## config.mk

```make
export PLATFORM = sky130hd
export DESIGN_NAME = tl_ul_sram_responder_flat
export DESIGN_NICKNAME = d
export VERILOG_FILES = /design/src/rtl/tl_ul_pkg.sv /design/src/rtl/tl_ul_sram_responder_if.sv /design/src/rtl/tl_ul_sram_store.sv /design/src/rtl/tl_ul_sram_responder.sv /design/src/flat_wrapper.sv
export SDC_FILE = /design/constraint.sdc
export NUM_CORES = 2
export LEC_CHECK = 0
export BUFFER_PORTS_ARGS = -buffer_cell sky130_fd_sc_hd__buf_2
export CORE_MARGIN = 10
export CORE_UTILIZATION = 60
export CTS_CLUSTER_DIAMETER = 150
export CTS_CLUSTER_SIZE = 40
export DETAILED_ROUTE_END_ITERATION = 7
export GPL_ROUTABILITY_DRIVEN = 0
export PLACE_DENSITY = 0.79
export SYNTH_ARGS = -nofsm -noshare
export SYNTH_HDL_FRONTEND = slang
export SYNTH_SLANG_ARGS = --single-unit
```

## constraint.sdc

```tcl
create_clock -name clock -period 3.3 [get_ports clock]
set_input_delay 0.165 -clock clock [delete_from_list [all_inputs] [get_ports clock]]
set_output_delay 0.165 -clock clock [all_outputs]
set_load 0.02 [all_outputs]
```

## src/rtl/tl_ul_pkg.sv

```systemverilog
// Shared TileLink-UL definitions: opcodes, channel payload structs, data widths,
// and the alignment helper used by A-channel decode.
package tl_ul_pkg;

  localparam int unsigned TL_DATA_W = 64;
  localparam int unsigned TL_MASK_W = 8;

  localparam logic [2:0] TL_A_PUTFULL    = 3'd0;
  localparam logic [2:0] TL_A_PUTPARTIAL = 3'd1;
  localparam logic [2:0] TL_A_GET        = 3'd4;
  localparam logic [2:0] TL_D_ACK        = 3'd0;
  localparam logic [2:0] TL_D_ACKDATA    = 3'd1;

  // Address and source are carried alongside because their widths are per-instance
  typedef struct packed {
    logic [2:0]           opcode;
    logic [2:0]           param;
    logic [2:0]           size;
    logic [TL_MASK_W-1:0] mask;
    logic [TL_DATA_W-1:0] data;
    logic                 corrupt;
  } a_chan_t;

  typedef struct packed {
    logic [2:0]           opcode;
    logic [2:0]           param;
    logic [2:0]           size;
    logic                 denied;
    logic [TL_DATA_W-1:0] data;
    logic                 corrupt;
  } d_chan_t;

  // True when the low address bits are not aligned to 2^size (size <= 3)
  function automatic logic tl_misaligned(input logic [2:0] size, input logic [2:0] addr_lo);
    case (size)
      3'd0:    return 1'b0;
      3'd1:    return addr_lo[0];
      3'd2:    return |addr_lo[1:0];
      default: return |addr_lo;
    endcase
  endfunction

endpackage

```

## src/rtl/tl_ul_sram_responder_if.sv

```systemverilog
// TileLink-UL A/D channel bundle; master = client, slave = responder.
interface tl_ul_sram_responder_if #(
  parameter int unsigned ADDR_W = 32,
  parameter int unsigned SRC_W  = 3
);
  logic              a_valid;
  logic              a_ready;
  logic [2:0]        a_opcode;
  logic [2:0]        a_param;
  logic [2:0]        a_size;
  logic [SRC_W-1:0]  a_source;
  logic [ADDR_W-1:0] a_address;
  logic [7:0]        a_mask;
  logic [63:0]       a_data;
  logic              a_corrupt;
  logic              d_valid;
  logic              d_ready;
  logic [2:0]        d_opcode;
  logic [2:0]        d_param;
  logic [2:0]        d_size;
  logic [SRC_W-1:0]  d_source;
  logic              d_denied;
  logic [63:0]       d_data;
  logic              d_corrupt;

  modport master (
    output a_valid, a_opcode, a_param, a_size, a_source, a_address, a_mask, a_data, a_corrupt,
    output d_ready,
    input  a_ready,
    input  d_valid, d_opcode, d_param, d_size, d_source, d_denied, d_data, d_corrupt
  );

  modport slave (
    input  a_valid, a_opcode, a_param, a_size, a_source, a_address, a_mask, a_data, a_corrupt,
    input  d_ready,
    output a_ready,
    output d_valid, d_opcode, d_param, d_size, d_source, d_denied, d_data, d_corrupt
  );
endinterface

```

## src/rtl/tl_ul_sram_store.sv

```systemverilog
// Byte-masked 64-bit word store: synchronous write, combinational read.
// Optional per-byte even parity under TL_SRAM_PARITY_EN.
module tl_ul_sram_store
  import tl_ul_pkg::*;
#(
  parameter int unsigned DEPTH_LOG2 = 6
) (
  input  logic                  clock,
  input  logic                  we,
  input  logic [DEPTH_LOG2-1:0] wr_idx,
  input  logic [TL_MASK_W-1:0]  wr_mask,
  input  logic [TL_DATA_W-1:0]  wr_data,
  input  logic                  wr_corrupt,
  input  logic [DEPTH_LOG2-1:0] rd_idx,
  output logic [TL_DATA_W-1:0]  rd_data,
  output logic                  rd_corrupt_c
);
  localparam int unsigned DEPTH = 1 << DEPTH_LOG2;

  logic [TL_DATA_W-1:0] mem [DEPTH];

  // Storage is intentionally not reset
  always_ff @(posedge clock) begin
    if (we) begin
      for (int b = 0; b < int'(TL_MASK_W); b++) begin
        if (wr_mask[b]) mem[wr_idx][8*b +: 8] <= wr_data[8*b +: 8];
      end
    end
  end

  assign rd_data = mem[rd_idx];

`ifdef TL_SRAM_PARITY_EN
  logic [TL_MASK_W-1:0] par [DEPTH];

  // Stored bit makes each byte+parity even; a corrupt write stores the wrong sense
  always_ff @(posedge clock) begin
    if (we) begin
      for (int b = 0; b < int'(TL_MASK_W); b++) begin
        if (wr_mask[b]) par[wr_idx][b] <= (^wr_data[8*b +: 8]) ^ wr_corrupt;
      end
    end
  end

  always_comb begin
    rd_corrupt_c = 1'b0;
    for (int b = 0; b < int'(TL_MASK_W); b++) begin
      if ((^rd_data[8*b +: 8]) != par[rd_idx][b]) rd_corrupt_c = 1'b1;
    end
  end
`else
  logic unused_wr_corrupt;
  assign unused_wr_corrupt = wr_corrupt;
  assign rd_corrupt_c      = 1'b0;
`endif

endmodule

```

## src/rtl/tl_ul_sram_responder.sv

```systemverilog
// TileLink-UL responder backed by a register-array scratchpad; one response register,
// latency 1, full throughput. Optional parity: define TL_SRAM_PARITY_EN.
module tl_ul_sram_responder
  import tl_ul_pkg::*;
#(
  parameter int unsigned       ADDR_W     = 32,
  parameter int unsigned       SRC_W      = 3,
  parameter int unsigned       DEPTH_LOG2 = 6,
  parameter logic [ADDR_W-1:0] BASE       = '0
) (
  input  logic                  clock,
  input  logic                  reset,
  tl_ul_sram_responder_if.slave tl
);
  localparam int unsigned       SPAN_W = ADDR_W + 1;
  localparam logic [SPAN_W-1:0] SPAN   = SPAN_W'(8) << DEPTH_LOG2;

  a_chan_t               a_req;
  d_chan_t               d_nxt;
  d_chan_t               d_q;
  logic [SRC_W-1:0]      d_source_q;
  logic                  d_valid_q;
  logic [ADDR_W-1:0]     offset;
  logic [DEPTH_LOG2-1:0] idx;
  logic                  in_range;
  logic                  is_get;
  logic                  is_put;
  logic                  err;
  logic                  a_ready_c;
  logic                  fire;
  logic                  we;
  logic [TL_DATA_W-1:0]  rd_data;
  logic                  rd_corrupt_c;

  assign a_req = '{opcode:  tl.a_opcode,
                   param:   tl.a_param,
                   size:    tl.a_size,
                   mask:    tl.a_mask,
                   data:    tl.a_data,
                   corrupt: tl.a_corrupt};

  // Request decode and error classification
  assign offset   = tl.a_address - BASE;
  assign idx      = offset[DEPTH_LOG2+2:3];
  assign in_range = (tl.a_address >= BASE) && ({1'b0, offset} < SPAN);
  assign is_get   = (a_req.opcode == TL_A_GET);
  assign is_put   = (a_req.opcode == TL_A_PUTFULL) || (a_req.opcode == TL_A_PUTPARTIAL);
  assign err      = !in_range || (a_req.size > 3'd3) ||
                    tl_misaligned(a_req.size, tl.a_address[2:0]) ||
                    !(is_get || is_put) || (a_req.param != 3'd0);

  assign a_ready_c = !d_valid_q || tl.d_ready;
  assign fire      = tl.a_valid && a_ready_c;
  assign we        = fire && is_put && !err;

  tl_ul_sram_store #(.DEPTH_LOG2(DEPTH_LOG2)) u_store (
    .clock        (clock),
    .we           (we),
    .wr_idx       (idx),
    .wr_mask      (a_req.mask),
    .wr_data      (a_req.data),
    .wr_corrupt   (a_req.corrupt),
    .rd_idx       (idx),
    .rd_data      (rd_data),
    .rd_corrupt_c (rd_corrupt_c)
  );

  // Response payload for a request firing this cycle
  always_comb begin
    d_nxt        = '0;
    d_nxt.size   = a_req.size;
    d_nxt.opcode = is_get ? TL_D_ACKDATA : TL_D_ACK;
    if (err) begin
      d_nxt.denied = 1'b1;
    end else if (is_get) begin
      d_nxt.data    = rd_data;
      d_nxt.corrupt = rd_corrupt_c;
    end
  end

  // Response register: load on fire, drop when consumed, otherwise hold
  always_ff @(posedge clock or posedge reset) begin
    if (reset) begin
      d_valid_q  <= 1'b0;
      d_q        <= '0;
      d_source_q <= '0;
    end else if (fire) begin
      d_valid_q  <= 1'b1;
      d_q        <= d_nxt;
      d_source_q <= tl.a_source;
    end else if (tl.d_ready) begin
      d_valid_q  <= 1'b0;
    end
  end

  assign tl.a_ready   = a_ready_c;
  assign tl.d_valid   = d_valid_q;
  assign tl.d_opcode  = d_q.opcode;
  assign tl.d_param   = d_q.param;
  assign tl.d_size    = d_q.size;
  assign tl.d_source  = d_source_q;
  assign tl.d_denied  = d_q.denied;
  assign tl.d_data    = d_q.data;
  assign tl.d_corrupt = d_q.corrupt;

endmodule

```

## src/flat_wrapper.sv

```systemverilog
// flat-port wrapper written by rule: the top's interface ports become plain ports
module tl_ul_sram_responder_flat import tl_ul_pkg::*;
#(
  parameter int unsigned       ADDR_W     = 32,
  parameter int unsigned       SRC_W      = 3,
  parameter int unsigned       DEPTH_LOG2 = 6,
  parameter logic [ADDR_W-1:0] BASE       = '0
)
  (clock, reset, tl_a_valid, tl_a_opcode, tl_a_param, tl_a_size, tl_a_source, tl_a_address, tl_a_mask, tl_a_data, tl_a_corrupt, tl_d_ready, tl_a_ready, tl_d_valid, tl_d_opcode, tl_d_param, tl_d_size, tl_d_source, tl_d_denied, tl_d_data, tl_d_corrupt);
  tl_ul_sram_responder_if #(.ADDR_W(ADDR_W), .SRC_W(SRC_W)) tl_i ();
  input  logic clock;
  input  logic reset;
  input wire logic [$bits(tl_i.a_valid)-1:0] tl_a_valid;
  input wire logic [$bits(tl_i.a_opcode)-1:0] tl_a_opcode;
  input wire logic [$bits(tl_i.a_param)-1:0] tl_a_param;
  input wire logic [$bits(tl_i.a_size)-1:0] tl_a_size;
  input wire logic [$bits(tl_i.a_source)-1:0] tl_a_source;
  input wire logic [$bits(tl_i.a_address)-1:0] tl_a_address;
  input wire logic [$bits(tl_i.a_mask)-1:0] tl_a_mask;
  input wire logic [$bits(tl_i.a_data)-1:0] tl_a_data;
  input wire logic [$bits(tl_i.a_corrupt)-1:0] tl_a_corrupt;
  input wire logic [$bits(tl_i.d_ready)-1:0] tl_d_ready;
  output wire logic [$bits(tl_i.a_ready)-1:0] tl_a_ready;
  output wire logic [$bits(tl_i.d_valid)-1:0] tl_d_valid;
  output wire logic [$bits(tl_i.d_opcode)-1:0] tl_d_opcode;
  output wire logic [$bits(tl_i.d_param)-1:0] tl_d_param;
  output wire logic [$bits(tl_i.d_size)-1:0] tl_d_size;
  output wire logic [$bits(tl_i.d_source)-1:0] tl_d_source;
  output wire logic [$bits(tl_i.d_denied)-1:0] tl_d_denied;
  output wire logic [$bits(tl_i.d_data)-1:0] tl_d_data;
  output wire logic [$bits(tl_i.d_corrupt)-1:0] tl_d_corrupt;
  assign tl_i.a_valid = tl_a_valid;
  assign tl_i.a_opcode = tl_a_opcode;
  assign tl_i.a_param = tl_a_param;
  assign tl_i.a_size = tl_a_size;
  assign tl_i.a_source = tl_a_source;
  assign tl_i.a_address = tl_a_address;
  assign tl_i.a_mask = tl_a_mask;
  assign tl_i.a_data = tl_a_data;
  assign tl_i.a_corrupt = tl_a_corrupt;
  assign tl_i.d_ready = tl_d_ready;
  assign tl_a_ready = tl_i.a_ready;
  assign tl_d_valid = tl_i.d_valid;
  assign tl_d_opcode = tl_i.d_opcode;
  assign tl_d_param = tl_i.d_param;
  assign tl_d_size = tl_i.d_size;
  assign tl_d_source = tl_i.d_source;
  assign tl_d_denied = tl_i.d_denied;
  assign tl_d_data = tl_i.d_data;
  assign tl_d_corrupt = tl_i.d_corrupt;
  tl_ul_sram_responder #(.ADDR_W(ADDR_W), .SRC_W(SRC_W), .DEPTH_LOG2(DEPTH_LOG2), .BASE(BASE)) u_core (.clock(clock), .reset(reset), .tl(tl_i));
endmodule
```

Word-level counts from Yosys, hierarchy flattened
Memory sizes are Yosys's and may differ from the RTL's.
Cells that the tools add are included.
{"block": "word_totals", "regBits": 76, "ramBits": 4096, "inputBits": 121, "out_inout_bits": 80, "wordCells": 67, "mem_count": 1}
{"memory": "u_core.u_store.mem", "depth": 64, "word_bits": 64, "read_ports": 1, "rd_ports_with_merged_regs": 0, "write_ports": 1, "line": "tl_ul_sram_store.sv:20", "source": "logic [TL_DATA_W-1:0] mem [DEPTH];"}
{"block": "op_classes", "order_cmp": 3, "n_eq_ne": 4, "muxes": 31, "n_reduce_logical": 21}
{"operator": "65-bit two-way mux", "n": 2}
{"operator": "32-bit by 1-bit greater-or-equal comparator with 1-bit output (second input constant)", "n": 1}
{"operator": "32-bit by 10-bit < comparator with 1-bit output (second input constant)", "n": 1}
{"operator": "1-bit two-way mux", "n": 28}
{"operator": "1-bit logical OR", "n": 7}
{"operator": "3-bit by 1-bit == test with 1-bit output (second input constant)", "n": 2}
{"operator": "3-bit logical NOT", "n": 2}
{"operator": "1-bit logical AND", "n": 4}
{"operator": "1-bit logical NOT", "n": 4}
{"operator": "3-bit by 2-bit == test with 1-bit output (second input constant)", "n": 1}
{"operator": "3-bit == test (second input constant)", "n": 1}
{"operator": "3-bit by 2-bit greater-than comparator with 1-bit output (second input constant)", "n": 1}
{"operator": "1-bit case mux with 3 select lines", "n": 1}
{"operator": "3-bit nonzero test", "n": 1}
{"operator": "3-bit OR reduction", "n": 1}
{"operator": "2-bit nonzero test", "n": 1}
{"operator": "2-bit OR reduction", "n": 1}

Longest topological paths before layout
{"block": "depth", "ltp_word": 11, "mapped_depth": 11, "mapped_depth_nobuf": 6}

By module
A second synthesis with hierarchy kept.
{"block": "unflattened", "cells_unflattened": 7210, "area_unflattened_um2": 159356.6}
{"mod": "tl_ul_sram_store", "n_inst": 1, "cells_each": 7015, "area_each_um2": 156570.2, "seq_area_each_um2": 122998.0}
{"mod": "tl_ul_sram_responder", "n_inst": 1, "cells_each": 195, "area_each_um2": 2786.4, "seq_area_each_um2": 1851.8}

Least setup slack after synthesis
Ideal clock, no wire load.
{"block": "synth_path", "path_kind": "input port to flip-flop", "from": "in tl_a_address[22]", "to": "mem u_core.u_store.mem[10][0] (enable)", "setup_ns": 0.370, "arrival_ns": 2.417, "required_time_ns": 2.930, "slack_ns": 0.513, "cell_stages": 8, "n_path_buf": 2, "cell_sequence": "or4_1 -> a221o_1 -> nor4_2 -> nor3b_2 -> buf_12 -> nand2_8 -> buf_6 -> nor2_1"}
{"block": "synth_between", "elab_chain_len": 11, "word_cells_on_any_way": 12, "cone_classes": "order compare (2); mux (2); reduce/logical (8)"}
{"item": "start: declaration", "line": "flat_wrapper.sv:18", "source": "input wire logic [$bits(tl_i.a_address)-1:0] tl_a_address;"}
{"item": "32-bit by 1-bit greater-or-equal comparator with 1-bit output or 32-bit by 10-bit < comparator with 1-bit output (tied branches)", "line": "tl_ul_sram_responder.sv:45", "source": "assign in_range = (tl.a_address >= BASE) && ({1'b0, offset} < SPAN);"}
{"item": "1-bit logical AND (*)", "line": "tl_ul_sram_responder.sv:45"}
{"item": "1-bit logical NOT (*)", "line": "tl_ul_sram_responder.sv:48", "source": "assign err = !in_range || (a_req.size > 3'd3) ||"}
{"item": "1-bit logical OR (*) (2 in a row)", "line": "tl_ul_sram_responder.sv:48"}
{"item": "1-bit logical OR (*)", "line": "tl_ul_sram_responder.sv:49", "source": "tl_misaligned(a_req.size, tl.a_address[2:0]) ||"}
{"item": "1-bit logical OR (*)", "line": "tl_ul_sram_responder.sv:50", "source": "!(is_get || is_put) || (a_req.param != 3'd0);"}
{"item": "1-bit logical NOT (*)", "line": "tl_ul_sram_responder.sv:54", "source": "assign we = fire && is_put && !err;"}
{"item": "1-bit logical AND (*)", "line": "tl_ul_sram_responder.sv:54"}
{"item": "1-bit two-way mux (*)", "line": "tl_ul_sram_store.sv:24", "source": "if (we) begin"}
{"item": "1-bit two-way mux (not written as such) (*)", "line": "tl_ul_sram_store.sv:26", "source": "if (wr_mask[b]) mem[wr_idx][8*b +: 8] <= wr_data[8*b +: 8];"}
{"item": "end: declaration", "line": "tl_ul_sram_store.sv:20"}
Mark *: on every way between the ends. The rest lies on a longest branch, timed or not.

Worst setup path in the final report
{"block": "layout_path", "from": "in tl_a_address[5]", "to": "reg u_core.d_q (netlist bit u_core.tl.d_data[13])"}
{"block": "layout_between", "elab_chain_len": 8, "word_cells_on_any_way": 11, "cone_classes": "order compare (2); mux (2); reduce/logical (6); memory (1)"}
{"item": "32-bit by 1-bit greater-or-equal comparator with 1-bit output or 32-bit by 10-bit < comparator with 1-bit output (tied branches)", "line": "tl_ul_sram_responder.sv:45"}
{"item": "1-bit logical AND", "line": "tl_ul_sram_responder.sv:45"}
{"item": "1-bit logical NOT", "line": "tl_ul_sram_responder.sv:48"}
{"item": "1-bit logical OR (2 in a row)", "line": "tl_ul_sram_responder.sv:48"}
{"item": "1-bit logical OR", "line": "tl_ul_sram_responder.sv:49"}
{"item": "1-bit logical OR", "line": "tl_ul_sram_responder.sv:50"}
{"item": "65-bit two-way mux (*)", "line": "tl_ul_sram_responder.sv:73", "source": "if (err) begin"}
{"item": "end signal: assignment", "line": "tl_ul_sram_responder.sv:89", "source": "d_q <= d_nxt;"}
{"item": "end: declaration", "line": "tl_ul_sram_responder.sv:20", "source": "d_chan_t d_q;"}
Marks and branches as above.
A chain may end at the register's enable or synchronous reset.

==> flow_metrics.py <==
metrics = {
    "global_routing": {
        "grt_pass1_wl_mm": 627,
        "grt_usage_pct": 30.2,
        "grt-ovfl-total": 0,
        "grt_max_degree": 114,
        "grt_pass1_vias": 88366,
        "antenna_found_initial": 49,
    },
    "worst_setup_path": {
        "r2r-end": "u_core.u_store.mem[15][9]$_DFFE_PP_",
        "end_kind": "register",
        "rrSetupSlack_ps": 420,
        "crit_path_start_kind": "input pin",
        "cp_max_fo": 36,
        "slowest_stage": "dlygate4sd3_1",
        "cp_data_arrival_time_ps": 3800,
        "worstReg2RegStart": "u_core.tl.d_valid$_DFFE_PP0P_",
        "cpPeakStageDelay_ps": 570,
        "reg2reg_depth": 10,
        "critPathRequiredTime_ps": 4040,
        "worstPathCellList": "dlygate4sd3_1 -> buf_8 -> buf_4 -> mux2i_1 -> o22ai_1 -> a22oi_1 -> nand4_1 -> a2111oi_0 -> buf_4 -> a32oi_1",
        "setup.worst_path.class": "input pin to register",
        "crit_top_cell": "buf_4",
    },
    "yosys": {
        "ys_warn_count": 0,
        "synth_cells": 8645,
        "syn_area_um2": 160000,
        "ys_types": 59,
        "ys_ff_latch": 4169,
        "ys_seq_area_share_pct": 78.0,
        "synth_top_area_share_pct": 76.9,
        "synth_edf_count": 4096,
        "synth_area_leader_cell": "edfxtp_1",
        "synth-async-reset-ratio_pct": 1.75,
        "synth_ff_type": "edfxtp_1",
        "synth_area_per_cell_um2": 18.5,
        "yosys-top-cells-area": "edfxtp_1 (77%), mux4_2 (5.5%), mux2i_1 (3.5%)",
    },
    "route": {
        "post-route-drc-count": 3,
        "wl_per_cell_um": 33.8,
        "dr_total_vias": 91054,
        "wirelength_mm": 444,
        "drt_iter0_drc": 15165,
        "final_antenna_net_count": 0,
        "dr.pass1.iters": 8,
        "viasPerCell": 6.93,
    },
    "pwr": {
        "leakage_nw": 56.1,
        "peakVddDrop_uv": 549,
        "powerDensity_nw_per_um2": 479,
    },
    "clock_network": {
        "clk_latency_ps": 900,
        "postCtsSetupRepairBufs": 0,
        "clk_path_buf_depth": 3,
        "clock_sinks": 4169,
        "ctsHtreeMaxLevel": 3,
        "path_clk_slew_ps": 140,
        "cts-root-buf": "clkbuf_16",
        "cts_tree": "done",
        "cts_buffers": 114,
    },
    "floorplanning": {
        "start_util_pct": 60.3,
        "fp.dieH_um": 536,
        "rows": 189,
        "dieArea_um2": 288000,
        "die_w_um": 536,
        "pin_count": 201,
        "core_area_um2": 265000,
    },
    "layout": {
        "fillers": 16708,
        "regArea_um2": 125000,
        "drive_gt1_share_pct": 19.7,
        "final_core_util_pct": 66.3,
        "mostFrequentLayoutCell": "edfxtp_1",
        "area_growth_pct": 10.0,
        "fin_nets": 9601,
        "final_cell_mix": "edfxtp_1 (4096), buf_4 (966), nor2_1 (719), a22oi_1 (572), mux2i_1 (567)",
        "fin_cells": 13142,
        "multi_input_area_um2": 32500,
    },
    "timing": {
        "max_freq_mhz": 327,
        "hold_viol": 0,
        "slew_headroom_pct": 8.92,
        "fin_crit_ps": 3060,
        "max_slew.worst_pin.slew_ps": 1370,
        "rsz0062_at_grt": "no",
        "post-route-period-util_pct": 92.7,
        "fin_skew_ps": 56.0,
        "worst_slack_ps": 241,
        "tns_ps": 0,
        "slew_viol_final": 0,
        "setup_viol": 0,
    },
    "hold_path": {
        "hold_path_depth": 1,
        "min-delay-start": "tl_a_data[58]",
        "holdPathEnd": "u_core.u_store.mem[37][58]$_DFFE_PP_",
        "min_path_type": "input pin to register",
    },
    "place": {
        "port_buffers": 193,
        "dp_hpwl_mm": 296,
        "place_inst": 12838,
        "post-place-ws_ps": 130,
    },
    "run": {
        "cap_violations": 0,
    },
    "status": {
        "outcome": "finished with violations",
        "failed_checks": "design-rule violations",
    },
}
-- area by class of cell --
class                      count  share of cell area, %
clock inverter                 7                 0.0604
antenna                       43                 0.0611
clock buffer                 195                   1.81
tap                         3533                   2.51
timing repair buffer        1318                   6.16
inverter                       4                 0.0156
multi-input combinational   3873                   18.5
sequential                  4169                   70.9
-- sequential cells by signal, indices dropped and copies added (netlist names) --
signal and count:
u_core.u_store.mem 4096, u_core.tl.d_valid 1, u_core.tl.d_size 3, u_core.tl.d_denied 1, u_core.tl.d_source 3, u_core.tl.d_opcode 1
u_core.tl.d_data 64
-- routing by layer --
layer,GRT usage (%),vias up,wire (um),part of all wire (%)
met5,0.214,-,309,0.070
met1,39.1,45826,151000,34
li1,-,37000,-,-
met3,9.19,1193,59900,14
met2,46.4,7001,205000,46
met4,15.9,34,28000,6.3
-- power by group --
group | leakage (nW) | internal, W | switching (W)
Clock | 1.56 | 0.00675 | 0.0143
Sequential | 37.8 | 0.0581 | 0.00000753
Combinational | 16.8 | 0.00166 | 0.00353
-- cell usage after synthesis, types with 2 or more instances --
cell type,count
and3b_1,2
buf_6,48
nand3b_1,4
o311ai_1,3
and3_1,4
a221oi_1,317
a21oi_1,122
nor2b_1,8
nand2_1,202
a22o_1,4
o22ai_1,259
or2_1,2
nor3b_1,2
dfrtp_1,73
a32oi_1,64
o211ai_1,56
clkbuf_1,397
nor3_1,55
and4_1,2
a211oi_1,5
o22a_1,63
nand2b_1,4
mux2_2,71
edfxtp_1,4096
nand2_8,8
buf_1,62
mux4_2,388
o2bb2ai_1,2
nor4_1,64
a2111oi_0,4
nor2_1,721
a22oi_1,572
inv_1,3
o21ai_0,194
buf_4,7
a31oi_1,2
mux2i_1,567
buf_2,89
and2_1,7
nand4_1,64
nand3_1,10
-- kinds of logic after synthesis --
kind of cell / after synthesis / share of synthesized area [%]
buffers and inverters: 608 / 1.75
other: 1 / 0.00234
muxes: 1027 / 9.52
and+or+nand+nor: 1163 / 3.14
DFF: 4169 / 78.0
AOI/OAI and AO/OA: 1677 / 7.54
-- metrics by stage --
step                      area (um2)  power, W  hold WS, ps
after floorplan               160000    0.0617          264
after global placement        172000    0.0641          315
after detailed placement      172000    0.0643          321
after CTS                     176000    0.0842         1.32
after global routing          176000    0.0861         10.9
final                         176000    0.0843         28.2
-- worst max path at each step --
| stage | to | startpoint | slack (ps) |
|---|---|---|---|
| 2_1_floorplan | u_core.u_store.mem[10][0]$_DFFE_PP_ | tl_a_address[22] | 510 |
| 3_3_place_gp | u_core.u_store.mem[30][60]$_DFFE_PP_ | tl_a_address[4] | 190 |
| 3_5_place_dp | u_core.tl.d_data[42]$_DFFE_PP0P_ | tl_a_address[5] | 130 |
| 4_1_cts | u_core.u_store.mem[15][11]$_DFFE_PP_ | u_core.tl.d_valid$_DFFE_PP0P_ | 470 |
| 5_1_grt | u_core.tl.d_data[42]$_DFFE_PP0P_ | tl_a_address[5] | 200 |
| 6_report | u_core.tl.d_data[13]$_DFFE_PP0P_ | tl_a_address[5] | 240 |
-- worst max-delay path: cells and delay by family --
family / cells / cell delay (ps)
and+or+nand+nor: 1 / 320
buffers and inverters: 4 / 1870
muxes: 1 / 310
AOI/OAI and AO/OA: 4 / 1070
-- repair_timing --
item / in CTS / in global routing
hold buffers: 59 / 0
endpoints found under the hold margin: 1344 / 0
gates resized for setup: 0 / 0
endpoints found under the setup margin: 0 / 0
(Power assumes the default switching activity.)
